<file path="src/rtl/multicycle_ctrl_unit.sv">
// Multi-cycle RV32I control unit: sequences each instruction through
// fetch/decode/execute/mem/writeback with bounded-wait bus handshakes,
// optional M-extension sequencing and sticky fault flags.
module multicycle_ctrl_unit #(
  parameter bit          ENABLE_M    = 1'b1,
  parameter int unsigned ACK_TIMEOUT = 16
) (
  input  logic        clk_i,
  input  logic        rst_ni,
  input  logic [31:0] instr_i,
  input  logic        br_less_i,
  input  logic        br_equal_i,
  input  logic        imem_ack_i,
  input  logic        dmem_ack_i,
  input  logic        muldiv_done_i,
  output logic        imem_req_o,
  output logic        dmem_req_o,
  output logic        ir_wren_o,
  output logic        pc_wren_o,
  output logic        rd_wren_o,
  output logic        mem_wren_o,
  output logic        muldiv_start_o,
  output logic [2:0]  muldiv_op_o,
  output logic        wb_muldiv_o,
  output logic        br_sel_o,
  output logic        br_unsigned_o,
  output logic        op_a_sel_o,
  output logic        op_b_sel_o,
  output logic [3:0]  alu_op_o,
  output logic [2:0]  mem_op_o,
  output logic [1:0]  wb_sel_o,
  output logic        illegal_o,
  output logic        bus_err_o,
  output logic [2:0]  state_o
);

  localparam int unsigned CntW = 8;
  localparam bit TimeoutEn = (ACK_TIMEOUT != 0);
  localparam logic [CntW-1:0] CntLimit = TimeoutEn ? CntW'(ACK_TIMEOUT - 1) : '0;

  localparam logic [6:0] OpLui    = 7'b0110111;
  localparam logic [6:0] OpAuipc  = 7'b0010111;
  localparam logic [6:0] OpJal    = 7'b1101111;
  localparam logic [6:0] OpJalr   = 7'b1100111;
  localparam logic [6:0] OpBranch = 7'b1100011;
  localparam logic [6:0] OpLoad   = 7'b0000011;
  localparam logic [6:0] OpStore  = 7'b0100011;
  localparam logic [6:0] OpImm    = 7'b0010011;
  localparam logic [6:0] OpReg    = 7'b0110011;
  localparam logic [6:0] OpFence  = 7'b0001111;

  typedef enum logic [2:0] {
    S_FETCH     = 3'd0,
    S_DECODE    = 3'd1,
    S_EXECUTE   = 3'd2,
    S_MEM       = 3'd3,
    S_MULDIV    = 3'd4,
    S_WRITEBACK = 3'd5,
    S_TRAP      = 3'd6
  } state_e;

  state_e          state_q, state_d;
  logic [CntW-1:0] cnt_q;
  logic            illegal_q, bus_err_q;

  logic [6:0] opcode;
  logic [2:0] funct3;
  logic       is_load, is_store, is_branch, is_fence, is_mulop, is_muldiv;
  logic       known_op, illegal_c, limit_hit, bus_req, bus_ack;
  logic       unused_instr;

  // Instruction classification shared by sequencing and datapath decode
  assign opcode    = instr_i[6:0];
  assign funct3    = instr_i[14:12];
  assign is_load   = (opcode == OpLoad);
  assign is_store  = (opcode == OpStore);
  assign is_branch = (opcode == OpBranch);
  assign is_fence  = (opcode == OpFence);
  assign is_mulop  = (opcode == OpReg) && (instr_i[31:25] == 7'b0000001);
  assign is_muldiv = is_mulop && ENABLE_M;
  assign known_op  = (opcode == OpLui)   || (opcode == OpAuipc) || (opcode == OpJal) ||
                     (opcode == OpJalr)  || is_branch || is_load || is_store ||
                     (opcode == OpImm)   || (opcode == OpReg)   || is_fence;
  // SYSTEM is outside known_op, so it lands here as illegal too
  assign illegal_c = !known_op || (is_mulop && !ENABLE_M);
  assign unused_instr = ^{instr_i[24:15], instr_i[11:7]};

  // Bus handshake view for the timeout counter
  assign bus_req   = (state_q == S_FETCH) || (state_q == S_MEM);
  assign bus_ack   = (state_q == S_FETCH) ? imem_ack_i : dmem_ack_i;
  assign limit_hit = TimeoutEn && (cnt_q == CntLimit);

  assign state_o   = state_q;
  assign illegal_o = illegal_q;
  assign bus_err_o = bus_err_q;

  // State register, wait-cycle counter and sticky fault flags
  always_ff @(posedge clk_i or negedge rst_ni) begin
    if (!rst_ni) begin
      state_q   <= S_FETCH;
      cnt_q     <= '0;
      illegal_q <= 1'b0;
      bus_err_q <= 1'b0;
    end else begin
      state_q <= state_d;
      if ((state_d != state_q) && ((state_d == S_FETCH) || (state_d == S_MEM))) begin
        cnt_q <= '0;
      end else if (bus_req && !bus_ack && (cnt_q != '1)) begin
        cnt_q <= cnt_q + CntW'(1);
      end
      if ((state_q == S_DECODE) && (state_d == S_TRAP)) begin
        illegal_q <= 1'b1;
      end
      if (bus_req && (state_d == S_TRAP)) begin
        bus_err_q <= 1'b1;
      end
    end
  end

  // Next-state sequencing; an ack on the limit cycle still completes
  always_comb begin
    state_d = state_q;
    unique case (state_q)
      S_FETCH: begin
        if (imem_ack_i)     state_d = S_DECODE;
        else if (limit_hit) state_d = S_TRAP;
      end
      S_DECODE:  state_d = illegal_c ? S_TRAP : S_EXECUTE;
      S_EXECUTE: begin
        if (is_load || is_store) state_d = S_MEM;
        else if (is_muldiv)      state_d = S_MULDIV;
        else                     state_d = S_WRITEBACK;
      end
      S_MEM: begin
        if (dmem_ack_i)     state_d = is_store ? S_FETCH : S_WRITEBACK;
        else if (limit_hit) state_d = S_TRAP;
      end
      S_MULDIV:    if (muldiv_done_i) state_d = S_WRITEBACK;
      S_WRITEBACK: state_d = S_FETCH;
      S_TRAP:      state_d = S_TRAP;
      default:     state_d = S_FETCH;
    endcase
  end

  // State-gated strobes plus combinational datapath selects from instr_i
  always_comb begin
    imem_req_o     = 1'b0;
    dmem_req_o     = 1'b0;
    ir_wren_o      = 1'b0;
    pc_wren_o      = 1'b0;
    rd_wren_o      = 1'b0;
    mem_wren_o     = 1'b0;
    muldiv_start_o = 1'b0;
    wb_muldiv_o    = 1'b0;
    muldiv_op_o    = is_muldiv ? funct3 : 3'b000;
    br_sel_o       = 1'b0;
    br_unsigned_o  = 1'b0;
    op_a_sel_o     = 1'b0;
    op_b_sel_o     = 1'b0;
    alu_op_o       = 4'b0000;
    mem_op_o       = 3'b000;
    wb_sel_o       = 2'd0;

    unique case (state_q)
      S_FETCH: begin
        imem_req_o = 1'b1;
        ir_wren_o  = imem_ack_i;
      end
      S_EXECUTE: muldiv_start_o = is_muldiv;
      S_MEM: begin
        dmem_req_o = 1'b1;
        mem_wren_o = is_store;
        pc_wren_o  = is_store && dmem_ack_i;
      end
      S_MULDIV: wb_muldiv_o = 1'b1;
      S_WRITEBACK: begin
        pc_wren_o   = 1'b1;
        rd_wren_o   = !(is_branch || is_fence);
        wb_muldiv_o = is_muldiv;
      end
      default: ;
    endcase

    case (opcode)
      OpLui: begin
        op_b_sel_o = 1'b1;
        wb_sel_o   = 2'd3;
      end
      OpAuipc: begin
        op_a_sel_o = 1'b1;
        op_b_sel_o = 1'b1;
      end
      OpJal: begin
        br_sel_o   = 1'b1;
        op_a_sel_o = 1'b1;
        op_b_sel_o = 1'b1;
        wb_sel_o   = 2'd2;
      end
      OpJalr: begin
        br_sel_o   = 1'b1;
        op_b_sel_o = 1'b1;
        wb_sel_o   = 2'd2;
      end
      OpBranch: begin
        op_a_sel_o    = 1'b1;
        op_b_sel_o    = 1'b1;
        br_unsigned_o = (funct3[2:1] == 2'b11);
        case (funct3)
          3'b000:         br_sel_o = br_equal_i;
          3'b001:         br_sel_o = !br_equal_i;
          3'b100, 3'b110: br_sel_o = br_less_i;
          3'b101, 3'b111: br_sel_o = !br_less_i;
          default:        br_sel_o = 1'b0;
        endcase
      end
      OpLoad: begin
        op_b_sel_o = 1'b1;
        mem_op_o   = funct3;
        wb_sel_o   = 2'd1;
      end
      OpStore: begin
        op_b_sel_o = 1'b1;
        mem_op_o   = funct3;
      end
      OpImm: begin
        op_b_sel_o = 1'b1;
        alu_op_o   = {((funct3 == 3'b001) || (funct3 == 3'b101)) ? instr_i[30] : 1'b0, funct3};
      end
      OpReg: alu_op_o = {instr_i[30], funct3};
      default: ;
    endcase
  end

endmodule

</file>
<file path="config.mk">
export PLATFORM = sky130hd
export DESIGN_NAME = multicycle_ctrl_unit
export DESIGN_NICKNAME = d
export VERILOG_FILES = /design/src/rtl/multicycle_ctrl_unit.sv
export SDC_FILE = /design/constraint.sdc
export NUM_CORES = 1
export LEC_CHECK = 0
export BUFFER_PORTS_ARGS = -buffer_cell sky130_fd_sc_hd__clkbuf_2
export CORE_UTILIZATION = 45
export DETAILED_ROUTE_END_ITERATION = 7
export PLACE_DENSITY = 0.79
export SLEW_MARGIN = 40
export SYNTH_ARGS = -nofsm -noshare
export SYNTH_HDL_FRONTEND = slang
export SYNTH_SLANG_ARGS = --single-unit
export TNS_END_PERCENT = 10
</file>
<file path="constraint.sdc">
create_clock -name clk_i -period 2.6 [get_ports clk_i]
set_input_delay 0.26 -clock clk_i [delete_from_list [all_inputs] [get_ports clk_i]]
set_output_delay 0.26 -clock clk_i [all_outputs]
set_load 0.03 [all_outputs]
</file>
==> results.py <==
metrics = {
    "logic_synthesis": {
        "synth.ff_latch_count": 13,
        "yosysMostFrequentCell": "sky130_fd_sc_hd__nor2_1",
        "postSynthNetCount": 207,
        "synth_area_um2": 1320,
        "synth.largest_area_cell": "sky130_fd_sc_hd__dfrtp_1",
        "synth.yosys.seq_area_share_pct": 24.6,
        "postSynthAreaPerCell_um2": 7.90,
        "ys.flop_type": "sky130_fd_sc_hd__dfrtp_1",
        "postSynth.asyncResetShare_pct": 100,
        "synth_enable_flop_cells": 0,
        "synth.area.top_cells": "sky130_fd_sc_hd__dfrtp_1 (25%), sky130_fd_sc_hd__nor2_1 (6.0%), sky130_fd_sc_hd__and3_1 (4.7%)",
        "netlist.area_leader.share_pct": 24.6,
        "ys.warnings.count": 0,
        "synth_cell_type_count": 53,
        "ys_top_cells_by_count": "sky130_fd_sc_hd__nor2_1 (21), sky130_fd_sc_hd__dfrtp_1 (13), sky130_fd_sc_hd__nand2_1 (12), sky130_fd_sc_hd__and3_1 (10)",
        "synth_cells": 167,
    },
    "sta": {
        "setup_viol_count_final": 0,
        "rsz_0062_raised_after_global_routing": "no",
        "setup_ws_ns": 0.357,
        "max_slew_margin_pct": 71.3,
        "finalHoldWorstSlack_ns": 0.407,
        "setup_tns_ns": 0,
        "min_period_ns": 2.24,
        "max_freq_mhz": 446,
        "clock_skew_ns": 0.00114,
        "max_slew.worst_pin.slew_ns": 0.428,
        "finalMaxSlewViolations": 0,
        "layout_worst_path_cycle_share_pct": 86.3,
        "timing_hold_violations_final": 0,
    },
    "cells_and_area": {
        "postLayoutCellArea_um2": 1650,
        "share_of_final_layout_standard_cells_stronger_than_drive_strength_1_pct": 33.0,
        "antenna_cells": 0,
        "finish.net_count": 262,
        "fin_cells": 252,
        "area_growth_pct": 25.1,
    },
    "clock_network": {
        "clk_transition_reported_paths_ns": 0.07,
        "cts_root_buffer": "sky130_fd_sc_hd__clkbuf_4",
        "clk_path_buf_depth": 2,
        "htree_num_levels": 1,
        "cts_tree": "done",
        "post_cts_resize_count": 0,
        "clock_sink_count": 13,
        "clk_latency_ns": 0.27,
        "cts_made_buffers": 3,
    },
    "route": {
        "total_wirelength_of_the_detailed_routed_design_um": 3350,
        "wire_per_inst_um": 13.3,
        "drt_pass1_iterations": 4,
        "num_vias": 1452,
        "drc_violations": 0,
        "drtAntennaViolNets": 0,
        "post_drt_via_cell_ratio": 5.76,
        "detail_route.iter0.violations": 78,
    },
    "die": {
        "floorplan.die_area_um2": 3150,
        "floorplan.initialDensity_pct": 47.9,
        "rows": 19,
        "io-pin-count": 68,
        "core_um2": 2760,
        "die_height_um": 56.2,
        "horizontal_die_dimension_um": 56.2,
    },
    "worst_setup_path": {
        "critPathLaunchType": "register",
        "cp-startpoint": "state_o[2]",
        "r2r_setup_slack_ns": 0.36,
        "worst_r2r_path_depth": 7,
        "worst_r2r_start": "state_o[2]",
        "critical_path.reg2reg.endpoint": "cnt_q[5]",
        "worst-setup-path-type": "reg2reg",
        "worstPathArrival_ns": 2.41,
        "timing.critical_path.required_ns": 2.77,
        "cp_endpoint_kind": "register",
        "crit_fanout": 12,
        "worst_setup_path_endpoint": "cnt_q[5]",
    },
    "grt": {
        "vias_in_the_first_global_route": 1275,
        "grt_max_degree": 15,
        "grt_usage_pct": 21.1,
        "antenna_violations_before_repair": 0,
        "grt-ovfl-total": 0,
        "grt_first_pass_wirelength_um": 5480,
    },
    "placed_design": {
        "detailedPlacementHpwl_um": 2600,
        "place.port_buffers": 52,
        "pre_cts_ws_ns": 0.180,
        "numPlacedInstances": 247,
        "placed_area_um2": 1620,
        "finalWeightedCongestion": 0.874,
    },
    "hold_path": {
        "min-delay-path-class": "in2async",
    },
    "outcome": {
        "outcome": "completed",
    },
    "power": {
        "power_per_cell_area_nw_per_um2": 716,
        "worst_ir_drop_vdd_mv": 0.603,
        "p_leak_uw": 0.000815,
    },
    "job": {
        "max_cap_viol_count": 0,
    },
}
-- cell type report --
class | count | area (um2)
clock buffer | 4 | 26.3
fill | 259 | 1110
inverter | 7 | 26.3
multi-input combinational | 139 | 927
sequential | 13 | 325
tap | 31 | 38.8
timing repair buffer | 58 | 308
-- how the worst min path moves through the flow --
stage                 to  slack, ns  cells past startpoint
3_3_place_gp    cnt_q[1]       0.16                      1
2_1_floorplan  bus_err_o      -0.04                      0
6_report        cnt_q[1]       0.41                      2
5_1_grt         cnt_q[1]       0.44                      2
3_5_place_dp    cnt_q[1]       0.17                      1
4_1_cts         cnt_q[1]       0.41                      2
-- routing by layer --
| metal | global-route usage, % | up-vias | wire length (um) |
|---|---|---|---|
| met4 | 5.23 | 0 | 40 |
| li1 | - | 725 | - |
| met5 | 0 | - | 0 |
| met2 | 37.2 | 44 | 1690 |
| met3 | 0.698 | 4 | 160 |
| met1 | 28.4 | 679 | 1470 |
-- flip-flops by register name, indices dropped and copies added (netlist names) --
register	count
cnt_q	8
state_o	3
bus_err_o	1
illegal_o	1
-- placed cells by master, fill, tap and decap left out, types with 4 or more instances in the layout --
cell type,n
sky130_fd_sc_hd__clkbuf_2,52
sky130_fd_sc_hd__nor2_1,21
sky130_fd_sc_hd__dfrtp_1,13
sky130_fd_sc_hd__nand2_1,12
sky130_fd_sc_hd__and3_1,10
sky130_fd_sc_hd__nor3_1,8
sky130_fd_sc_hd__a21oi_1,8
sky130_fd_sc_hd__inv_1,7
sky130_fd_sc_hd__o21ai_0,7
sky130_fd_sc_hd__xnor2_1,5
sky130_fd_sc_hd__buf_4,5
sky130_fd_sc_hd__nand2b_1,4
sky130_fd_sc_hd__nand3_1,4
sky130_fd_sc_hd__nor2b_1,4
sky130_fd_sc_hd__and2_1,4
-- critical path, stage by stage (launching register included) --
cell and delay, ns:
sky130_fd_sc_hd__dfrtp_1 0.55, sky130_fd_sc_hd__and3b_1 0.28, sky130_fd_sc_hd__o41ai_4 0.07, sky130_fd_sc_hd__o21ba_1 0.21, sky130_fd_sc_hd__o41a_1 0.47, sky130_fd_sc_hd__nor4_4 0.29, sky130_fd_sc_hd__buf_4 0.20, sky130_fd_sc_hd__nor2_1 0.06
-- repair_timing --
| action | in CTS | in global routing |
|---|---|---|
| buffers inserted | 0 | 0 |
| setup endpoints to repair | 0 | 0 |
| hold endpoints to repair | 13 | 0 |
| hold buffers | 1 | 0 |
-- kinds of logic after synthesis --
logic type,Yosys count,synth area share (%)
buf+inv,15,5.12
xor+xnor,7,4.64
simple gates,95,43.7
compound gates,33,18.6
fa+ha+maj,1,0.948
mux,3,2.37
flops,13,24.6
-- where the power goes --
| group | switching (uW) | total (uW) | internal, uW |
|---|---|---|---|
| sequential | 84.2 | 333 | 249 |
| clock | 62.7 | 122 | 59.5 |
| combinational | 449 | 727 | 278 |
| total | 596 | 1180 | 586 |
-- through the flow --
stage                     utilization (%)  power, uW
after floorplan                         -        864
after global placement               58.6       1050
after detailed placement             58.6       1060
after CTS                            59.9       1190
after global routing                 59.9       1270
final                                59.9       1180
No activity file was read; power rests on OpenSTA's default activity.
